<file path="config.mk">
export PLATFORM = sky130hd
export DESIGN_NAME = alu_cmd_issuer
export DESIGN_NICKNAME = d
export VERILOG_FILES = /design/src/rtl/alu_cmd_issuer.sv
export SDC_FILE = /design/constraint.sdc
export NUM_CORES = 1
export LEC_CHECK = 0
export BUFFER_PORTS_ARGS = -buffer_cell sky130_fd_sc_hd__buf_2
export CAP_MARGIN = 20
export CORE_MARGIN = 1
export CORE_UTILIZATION = 25
export DETAILED_ROUTE_END_ITERATION = 6
export SETUP_SLACK_MARGIN = 0.15
export SKIP_CTS_REPAIR_TIMING = 1
export SYNTH_ARGS = -nofsm -noshare
export SYNTH_HDL_FRONTEND = slang
export SYNTH_SLANG_ARGS = --single-unit
</file>
<file path="constraint.sdc">
create_clock -name i_clk -period 8.6 [get_ports i_clk]
set_input_delay 2.15 -clock i_clk [delete_from_list [all_inputs] [get_ports i_clk]]
set_output_delay 2.15 -clock i_clk [all_outputs]
set_load 0.01 [all_outputs]
</file>
<file path="src/rtl/alu_cmd_issuer.sv">
// Initiator front end for the fixed-point ALU: command FIFO, single-beat issue FSM
// with transpose sequencing, and a response FIFO sized so ALU results never overflow.
module alu_cmd_issuer #(
    parameter int INST_W    = 4,
    parameter int DATA_W    = 16,
    parameter int CMD_DEPTH = 4,
    parameter int RSP_DEPTH = 8
) (
    input  logic              i_clk,
    input  logic              i_rst,
    input  logic              i_cmd_valid,
    output logic              o_cmd_ready,
    input  logic [INST_W-1:0] i_cmd_inst,
    input  logic [DATA_W-1:0] i_cmd_a,
    input  logic [DATA_W-1:0] i_cmd_b,
    output logic              o_alu_in_valid,
    input  logic              i_alu_busy,
    output logic [INST_W-1:0] o_alu_inst,
    output logic [DATA_W-1:0] o_alu_data_a,
    output logic [DATA_W-1:0] o_alu_data_b,
    input  logic              i_alu_out_valid,
    input  logic [DATA_W-1:0] i_alu_data,
    output logic              o_rsp_valid,
    input  logic              i_rsp_ready,
    output logic [INST_W-1:0] o_rsp_inst,
    output logic [DATA_W-1:0] o_rsp_data,
    output logic              o_seq_err
);

    localparam int CMD_AW = $clog2(CMD_DEPTH);
    localparam int RSP_AW = $clog2(RSP_DEPTH);
    localparam logic [INST_W-1:0] TP_OP       = INST_W'(4'b1001);
    localparam logic [RSP_AW:0]   RSP_DEPTH_L = {1'b1, {RSP_AW{1'b0}}};

    typedef enum logic {S_IDLE, S_WAIT} state_t;

    state_t      state;
    logic [2:0]  tp_cnt;
    logic [3:0]  rem;

    // ---------------- command FIFO ----------------
    logic [INST_W-1:0] cmd_inst_mem [CMD_DEPTH];
    logic [DATA_W-1:0] cmd_a_mem    [CMD_DEPTH];
    logic [DATA_W-1:0] cmd_b_mem    [CMD_DEPTH];
    logic [CMD_AW:0]   cmd_wr_ptr, cmd_rd_ptr;
    logic              cmd_empty, cmd_full, cmd_push, cmd_pop;
    logic [INST_W-1:0] head_inst;
    logic [DATA_W-1:0] head_a, head_b;

    assign cmd_empty   = (cmd_wr_ptr == cmd_rd_ptr);
    assign cmd_full    = (cmd_wr_ptr[CMD_AW] != cmd_rd_ptr[CMD_AW]) &&
                         (cmd_wr_ptr[CMD_AW-1:0] == cmd_rd_ptr[CMD_AW-1:0]);
    assign o_cmd_ready = !cmd_full;
    assign cmd_push    = i_cmd_valid && o_cmd_ready;
    assign head_inst   = cmd_inst_mem[cmd_rd_ptr[CMD_AW-1:0]];
    assign head_a      = cmd_a_mem[cmd_rd_ptr[CMD_AW-1:0]];
    assign head_b      = cmd_b_mem[cmd_rd_ptr[CMD_AW-1:0]];

    // NOTE: storage arrays carry no reset; emptiness is defined by the pointers alone.
    always_ff @(posedge i_clk) begin
        if (cmd_push) begin
            cmd_inst_mem[cmd_wr_ptr[CMD_AW-1:0]] <= i_cmd_inst;
            cmd_a_mem[cmd_wr_ptr[CMD_AW-1:0]]    <= i_cmd_a;
            cmd_b_mem[cmd_wr_ptr[CMD_AW-1:0]]    <= i_cmd_b;
        end
    end

    // ---------------- response FIFO ----------------
    logic [INST_W-1:0] rsp_inst_mem [RSP_DEPTH];
    logic [DATA_W-1:0] rsp_data_mem [RSP_DEPTH];
    logic [RSP_AW:0]   rsp_wr_ptr, rsp_rd_ptr, rsp_count, rsp_free;
    logic              rsp_empty, rsp_full, rsp_push, rsp_pop;

    assign rsp_empty   = (rsp_wr_ptr == rsp_rd_ptr);
    assign rsp_full    = (rsp_wr_ptr[RSP_AW] != rsp_rd_ptr[RSP_AW]) &&
                         (rsp_wr_ptr[RSP_AW-1:0] == rsp_rd_ptr[RSP_AW-1:0]);
    assign rsp_count   = rsp_wr_ptr - rsp_rd_ptr;
    assign rsp_free    = RSP_DEPTH_L - rsp_count;
    assign o_rsp_valid = !rsp_empty;
    assign rsp_pop     = o_rsp_valid && i_rsp_ready;
    // A full FIFO still accepts a result when the head leaves in the same cycle.
    assign rsp_push    = i_alu_out_valid && (!rsp_full || rsp_pop);
    assign o_rsp_inst  = rsp_inst_mem[rsp_rd_ptr[RSP_AW-1:0]];
    assign o_rsp_data  = rsp_data_mem[rsp_rd_ptr[RSP_AW-1:0]];

    always_ff @(posedge i_clk) begin
        if (rsp_push) begin
            rsp_inst_mem[rsp_wr_ptr[RSP_AW-1:0]] <= o_alu_inst;
            rsp_data_mem[rsp_wr_ptr[RSP_AW-1:0]] <= i_alu_data;
        end
    end

    // ---------------- issue decision ----------------
    logic       head_tp, do_issue, final_issue, seq_drop;
    logic [3:0] need;

    assign head_tp = (head_inst == TP_OP);
    assign need    = head_tp ? 4'd8 : 4'd1;

    // NOTE: every output of this block gets a default first, so no latch is inferred.
    always_comb begin
        cmd_pop     = 1'b0;
        do_issue    = 1'b0;
        final_issue = 1'b0;
        seq_drop    = 1'b0;
        if (state == S_IDLE && !cmd_empty && !i_alu_busy) begin
            if (!head_tp && tp_cnt != 3'd0) begin
                cmd_pop  = 1'b1;
                seq_drop = 1'b1;
            end else if (head_tp && tp_cnt != 3'd7) begin
                cmd_pop  = 1'b1;
                do_issue = 1'b1;
            end else if (rsp_free >= (RSP_AW+1)'(need)) begin
                // Final beat goes only once every result it triggers has a slot.
                cmd_pop     = 1'b1;
                do_issue    = 1'b1;
                final_issue = 1'b1;
            end
        end
    end

    // ---------------- sequential state ----------------
    // NOTE: state registers use non-blocking assignments so every read sees the pre-edge value.
    always_ff @(posedge i_clk) begin
        if (i_rst) begin
            state          <= S_IDLE;
            tp_cnt         <= 3'd0;
            rem            <= 4'd0;
            cmd_wr_ptr     <= '0;
            cmd_rd_ptr     <= '0;
            rsp_wr_ptr     <= '0;
            rsp_rd_ptr     <= '0;
            o_alu_in_valid <= 1'b0;
            o_alu_inst     <= '0;
            o_alu_data_a   <= '0;
            o_alu_data_b   <= '0;
            o_seq_err      <= 1'b0;
        end else begin
            o_alu_in_valid <= do_issue;
            o_seq_err      <= seq_drop;
            if (do_issue) begin
                o_alu_inst   <= head_inst;
                o_alu_data_a <= head_a;
                o_alu_data_b <= head_b;
            end
            if (cmd_push) cmd_wr_ptr <= cmd_wr_ptr + 1'b1;
            if (cmd_pop)  cmd_rd_ptr <= cmd_rd_ptr + 1'b1;
            if (rsp_push) rsp_wr_ptr <= rsp_wr_ptr + 1'b1;
            if (rsp_pop)  rsp_rd_ptr <= rsp_rd_ptr + 1'b1;

            case (state)
                S_IDLE: begin
                    if (final_issue) begin
                        tp_cnt <= 3'd0;
                        rem    <= need;
                        state  <= S_WAIT;
                    end else if (do_issue) begin
                        tp_cnt <= tp_cnt + 3'd1;
                    end
                end
                S_WAIT: begin
                    if (i_alu_out_valid) begin
                        rem <= rem - 4'd1;
                        if (rem == 4'd1) state <= S_IDLE;
                    end
                end
                default: state <= S_IDLE;
            endcase
        end
    end

endmodule

</file>
==> results of run 1 <==
## final timing paths
check	end	slack, ps	cells after the start
setup / recovery	o_rsp_inst[0]	3920	4
hold / removal	o_alu_data_a[0]$_SDFFE_PP0P_	470	2
setup reg to reg	o_alu_data_a[9]$_SDFFE_PP0P_	4840	13
hold reg to reg	o_alu_data_a[0]$_SDFFE_PP0P_	470	2
## cell usage in the layout (no fill, tap or decap), types with 6 or more instances in the layout
master     Yosys  layout
inv_1         17      17
buf_2          4     117
ha_1          18      18
a21oi_1       46      46
clkinv_1       0       9
mux4_2        74      74
nand2_1       15      15
buf_4          2      19
dfxtp_1       65      62
xnor2_1       11      11
nor2_1        16      13
mux2_2        21      21
clkinv_2       0       8
edfxtp_1     304     304
nand3_1       42      42
clkbuf_16      0      40
clkbuf_1      32       6
o21ai_0       35      35
## worst max-delay path: stages, from the launching register on
cell     delay, ps
dfxtp_2        310
buf_4          610
mux4_2         600
mux2_2         300
buf_2          150
## layout make-up
class / instances / area [um2] / share of cell area, %
clock buffers: 46 / 1023 / 6.009
repair buffers: 138 / 775.7 / 4.554
clock inverters: 24 / 160.2 / 0.9402
inverters: 17 / 63.81 / 0.3746
multi-input cells: 345 / 3626 / 21.29
well taps: 756 / 945.9 / 5.553
flip-flops and latches: 369 / 10430 / 61.25
diodes: 2 / 5.005 / 0.02938
## cells in the mapped netlist (all sizes together), types with 2 or more instances
| master | n | area share [%] |
|---|---|---|
| nand3 | 42 | 1.5 |
| nor3 | 6 | 0.21 |
| buf | 9 | 0.38 |
| o31ai | 4 | 0.21 |
| nand2b | 2 | 0.088 |
| ha | 18 | 1.6 |
| a31oi | 3 | 0.13 |
| inv | 17 | 0.45 |
| nor2 | 16 | 0.42 |
| nand4 | 3 | 0.13 |
| dfxtp | 65 | 9.1 |
| xnor2 | 11 | 0.68 |
| mux4 | 76 | 12 |
| a311oi | 2 | 0.17 |
| a21oi | 47 | 1.7 |
| nand4bb | 2 | 0.27 |
| nand2 | 15 | 0.40 |
| a22o | 2 | 0.12 |
| nor4 | 3 | 0.13 |
| xor2 | 3 | 0.18 |
| mux2 | 24 | 1.9 |
| edfxtp | 304 | 64 |
| o21ai | 38 | 1.3 |
| clkbuf | 32 | 0.84 |
| nor2b | 4 | 0.18 |
| and2 | 5 | 0.22 |
| a41oi | 2 | 0.18 |
| mux2i | 3 | 0.24 |
| or3 | 2 | 0.088 |
## routing by layer
metal  vias up  global-route usage [%]  share of wire, %
li1       3381                       -                 -
met1      3806                   13.39                43
met2       159                   18.64                49
met3        52                   3.042               5.9
met4        10                   2.760               1.8
met5         -                       0              0.20
## power groups by stage
stage | combinational [mW] | sequential (mW) | clock [mW]
finish | 0.715 | 2.08 | 1.56
detailed placement | 0.718 | 2.12 | 0
CTS | 0.720 | 2.08 | 1.61
global route | 0.792 | 2.09 | 1.68
floorplan | 0.470 | 2.12 | 0
global placement | 0.710 | 2.12 | 0
## sequential cells by signal (all words and copies together) (netlist names), 16 cells and up, named ones only
name and flops:
rsp_data_mem 128, cmd_a_mem 64, cmd_b_mem 64, rsp_inst_mem 32, cmd_inst_mem 16, o_alu_data_a 16
o_alu_data_b 16
## stage by stage
step                      cell area [um2]  hold WS, ps  power [mW]
after detailed placement            15800        464.8       2.840
final                               17030        472.7       4.354
after global placement              15800        460.2       2.827
after CTS                           16980        475.7       4.413
after floorplan                     14230        459.6       2.592
after global routing                17030        504.4       4.564
## kinds of logic after synthesis
group / Yosys count / synth area share (%)
fa+ha+maj: 19 / 1.723
mux: 103 / 14.22
compound gates: 107 / 4.484
simple gates: 102 / 3.754
buf+inv: 58 / 1.670
flops: 369 / 73.29
xor+xnor: 14 / 0.8616
==> run_results.csv, run 1 <==
group,metric,value,unit
worst_setup_path,reg2reg_from,"rsp_wr_ptr[1]$_SDFFE_PP0P_",
sta,max_freq,213.6,MHz
worst_setup_path,end_kind,"output pin",
detailed_routing,first_iter_violations,379,
sta,final.period_utilization,54.45,%
power_and_ir_drop,swShare,25.89,%
grt,grt_usage,10.86,%
synth,synth_ff_type,"edfxtp_1",
clock_tree,clkSinkCount,369,
placement,place_congestion,0.7071,
clock_tree,cts_tree,"built",
job,cap_viol_max_count,0,
detailed_routing,drt-total-wl,30790,um
detailed_routing,vias,7408,
synth,synthCells,772,
worst_setup_path,cp-start-kind,"flip-flop",
clock_tree,htree_levels,2,
finish,fillers,5546,
synth,yosysSeqAreaShare,73.29,%
synth,synth_cell_types,52,
placement,place_inst,1623,
detailed_routing,firstDrtPassIters,6,
worst_setup_path,worstPathMaxFanout,40,
sta,finalClockSkew,29.26,ps
synth,postSynthAreaPerCell,18.43,um2
clock_tree,clkLatencyLatePin,540,ps
synth,synth_warnings,0,
grt,grt_max_degree,63,
worst_setup_path,timing.critical_path.required,6450,ps
grt,grt-ovfl-total,0,
detailed_routing,drtAntennaViolNets,0,
clock_tree,clk_pin_slew,60,ps
worst_setup_path,crit_type,"flip-flop to output pin",
sta,rsz0062_at_grt,"no",
finish,nets,987,
grt,first_global_vias,7956,
power_and_ir_drop,p_clk_share,35.7,%
synth,syn_area,14230,um2
sta,fin_crit,4682,ps
synth,ys_seq_elements,369,
floorplanning,die_x,240.6,um
power_and_ir_drop,seq_power_share,47.8,%
floorplanning,die_area,57880,um2
detailed_routing,viasPerCell,4.365,
clock_tree,clockRootBuffer,"clkbuf_16",
grt,antenna_found_initial,6,
floorplanning,num_rows,87,
floorplanning,core,56280,um2
sta,finalHoldViolations,0,
finish,layout-drive-gt1-share,33.23,%
finish,syn_to_final_growth,19.69,%
finish,instances_no_fill,1697,
grt,grt_pass1_wl,47580,um
power_and_ir_drop,ir_drop,152.3,uV
worst_hold_path,hp-start,"o_alu_data_a[0]$_SDFFE_PP0P_",
status,outcome,"complete, no violations",
finish,final_util,30.27,%
floorplanning,io_pins,118,
detailed_routing,wl_per_cell,18.15,um
power_and_ir_drop,p_leak,5.559,nW
worst_setup_path,cp.arrival,2530,ps
synth,synth_nets,849,
synth,synth_async_sr_flop_share,0,%
power_and_ir_drop,power_frac_comb,16.4,%
sta,finalSetupTns,0,ps
sta,report.final.slew_viol_count,0,
detailed_routing,drc,0,
sta,worstMarginPinSlew,1063,ps
sta,finalSetupViolations,0,
placement,dpl.hpwl,17790,um
placement,portBuffers,117,
power_and_ir_drop,p_int,3.227,mW
floorplanning,die_h,240.6,um
clock_tree,cts-buffers-inserted,39,
placement,place_ws,4396,ps
sta,setup_ws,3918,ps
floorplanning,start_util,25.29,%
synth,synth_edf_count,304,
power_and_ir_drop,power_density,255.6,nW/um2
worst_hold_path,hp-class,"flip-flop to flip-flop",
power_and_ir_drop,p_switching,1.127,mW
clock_tree,clock_path_buffers,3,
sta,slew_headroom,29.14,%
No activity file was read; power rests on OpenSTA's default activity.
==> run 2: changes to the inputs <==
==> constraint.sdc (replaced) <==
create_clock -name i_clk -period 3.8 [get_ports i_clk]
set_input_delay 0.95 -clock i_clk [delete_from_list [all_inputs] [get_ports i_clk]]
set_output_delay 0.95 -clock i_clk [all_outputs]
set_load 0.01 [all_outputs]
==> run_results.csv, run 2 (synthesis gave the netlist of run 1 again) <==
group,metric,value,unit
clock_tree,clock_path_buffers,3,
grt,grt.met2_usage,18.05,%
job,cap_viol_max_count,0,
finish,syn_to_final_growth,19.66,%
worst_setup_path,cp-start-kind,"flip-flop",
sta,finalSetupTns,0,ps
power_and_ir_drop,power_density,570.9,nW/um2
worst_setup_path,cp.arrival,2380,ps
finish,nets,987,
floorplanning,core,56280,um2
detailed_routing,drtAntennaViolNets,0,
grt,use_met1,13.30,%
grt,antenna_found_initial,6,
sta,finalClockSkew,25.56,ps
floorplanning,io_pins,118,
floorplanning,die_x,240.6,um
clock_tree,cts-buffers-inserted,37,
sta,slew_headroom,43.13,%
clock_tree,clk_pin_slew,60,ps
power_and_ir_drop,p_leak,5.549,nW
detailed_routing,first_iter_violations,485,
placement,place_congestion,0.7131,
worst_setup_path,end_kind,"output pin",
detailed_routing,wl_per_cell,18.07,um
clock_tree,htree_levels,2,
sta,final.period_utilization,87.57,%
detailed_routing,firstDrtPassIters,4,
power_and_ir_drop,ir_drop,346.0,uV
grt,grt_usage,10.62,%
finish,layout.cells.most_common,"edfxtp_1",
sta,max_freq,300.5,MHz
placement,portBuffers,117,
detailed_routing,vias,7323,
finish,finalInstanceArea,17030,um2
clock_tree,clkSinkCount,369,
grt,grt_pass1_wl,46240,um
status,outcome,"complete, no violations",
floorplanning,die_area,57880,um2
clock_tree,clkLatencyLatePin,530,ps
worst_setup_path,worstPathMaxFanout,32,
grt,grt-ovfl-total,0,
grt,grt_max_degree,43,
sta,fin_crit,3328,ps
detailed_routing,viasPerCell,4.320,
worst_hold_path,hp-class,"flip-flop to flip-flop",
grt,gr-usage-met3,3.065,%
finish,layout-drive-gt1-share,33.08,%
detailed_routing,drc,0,
finish,largest_register_ffs,128,
floorplanning,num_rows,87,
sta,worstMarginPinSlew,845.8,ps
sta,finalSetupViolations,0,
worst_setup_path,crit_type,"flip-flop to output pin",
detailed_routing,drt-total-wl,30630,um
clock_tree,clockRootBuffer,"clkbuf_16",
placement,dpl.hpwl,18770,um
grt,first_global_vias,7521,
floorplanning,start_util,25.29,%
sta,finalHoldViolations,0,
sta,report.final.slew_viol_count,0,
placement,post_dp_cell_area,15920,um2
grt,grt_busiest_layer,"met2",
worst_setup_path,timing.critical_path.required,2850,ps
finish,final_cell_mix,"304 x edfxtp_1, 117 x buf_2, 74 x mux4_2",
sta,rsz0062_at_grt,"no",
clock_tree,cts_tree,"built",
floorplanning,die_h,240.6,um
[run 2: power breakdown]
| group | internal (mW) | switching (mW) |
|---|---|---|
| clock network | 1.88 | 1.50 |
| registers | 4.61 | 0.126 |
| logic | 0.716 | 0.890 |
[run 2: stage by stage]
| step | power (mW) | worst slack (ps) | utilization [%] | hold WS (ps) | cells |
|---|---|---|---|---|---|
| 2_1_floorplan | 5.866 | 321.3 | - | 459.6 | 772 |
| 4_1_cts | 9.860 | 376.9 | 30.24 | 476.9 | 1693 |
| 5_1_grt | 10.15 | 156.6 | 30.25 | 495.2 | 1693 |
| 6_report | 9.722 | 472.3 | 30.26 | 472.9 | 1695 |
| 3_3_place_gp | 6.436 | 503.7 | 28.28 | 461.4 | 1627 |
| 3_5_place_dp | 6.465 | 393.8 | 28.28 | 468.7 | 1627 |
[run 2: final timing paths]
| check | from | end | slack [ps] | cells past startpoint |
|---|---|---|---|---|
| worst max-delay path | flip-flop | o_rsp_inst[1] | 470 | 4 |
| worst min-delay path | o_alu_data_a[0]$_SDFFE_PP0P_ | o_alu_data_a[0]$_SDFFE_PP0P_ | 470 | 2 |
| worst max register to register | rsp_wr_ptr[1]$_SDFFE_PP0P_ | o_alu_data_a[4]$_SDFFE_PP0P_ | 500 | 14 |
| worst min register to register | o_alu_data_a[0]$_SDFFE_PP0P_ | o_alu_data_a[0]$_SDFFE_PP0P_ | 470 | 2 |
[run 2: critical path, stage by stage, from the launching register on]
cell and delay (ps):
dfxtp_2 550, buf_12 320, mux4_2 560, mux2_2 270, buf_2 150
[run 2: area by class of cell]
class | count | area, um2
sequential | 369 | 10430
timing repair buffer | 140 | 845.8
tap | 756 | 945.9
antenna | 2 | 5.005
clock inverter | 14 | 91.34
clock buffer | 52 | 1013
fill | 5556 | 39250
multi-input combinational | 345 | 3630
inverter | 17 | 63.81
[run 2: routing by layer]
metal,routed length [um],up-vias,part of all wire [%]
met2,15160,166,50
li1,-,3372,-
met4,501,8,1.6
met1,12990,3728,42
met3,1928,49,6.3
met5,46,-,0.15
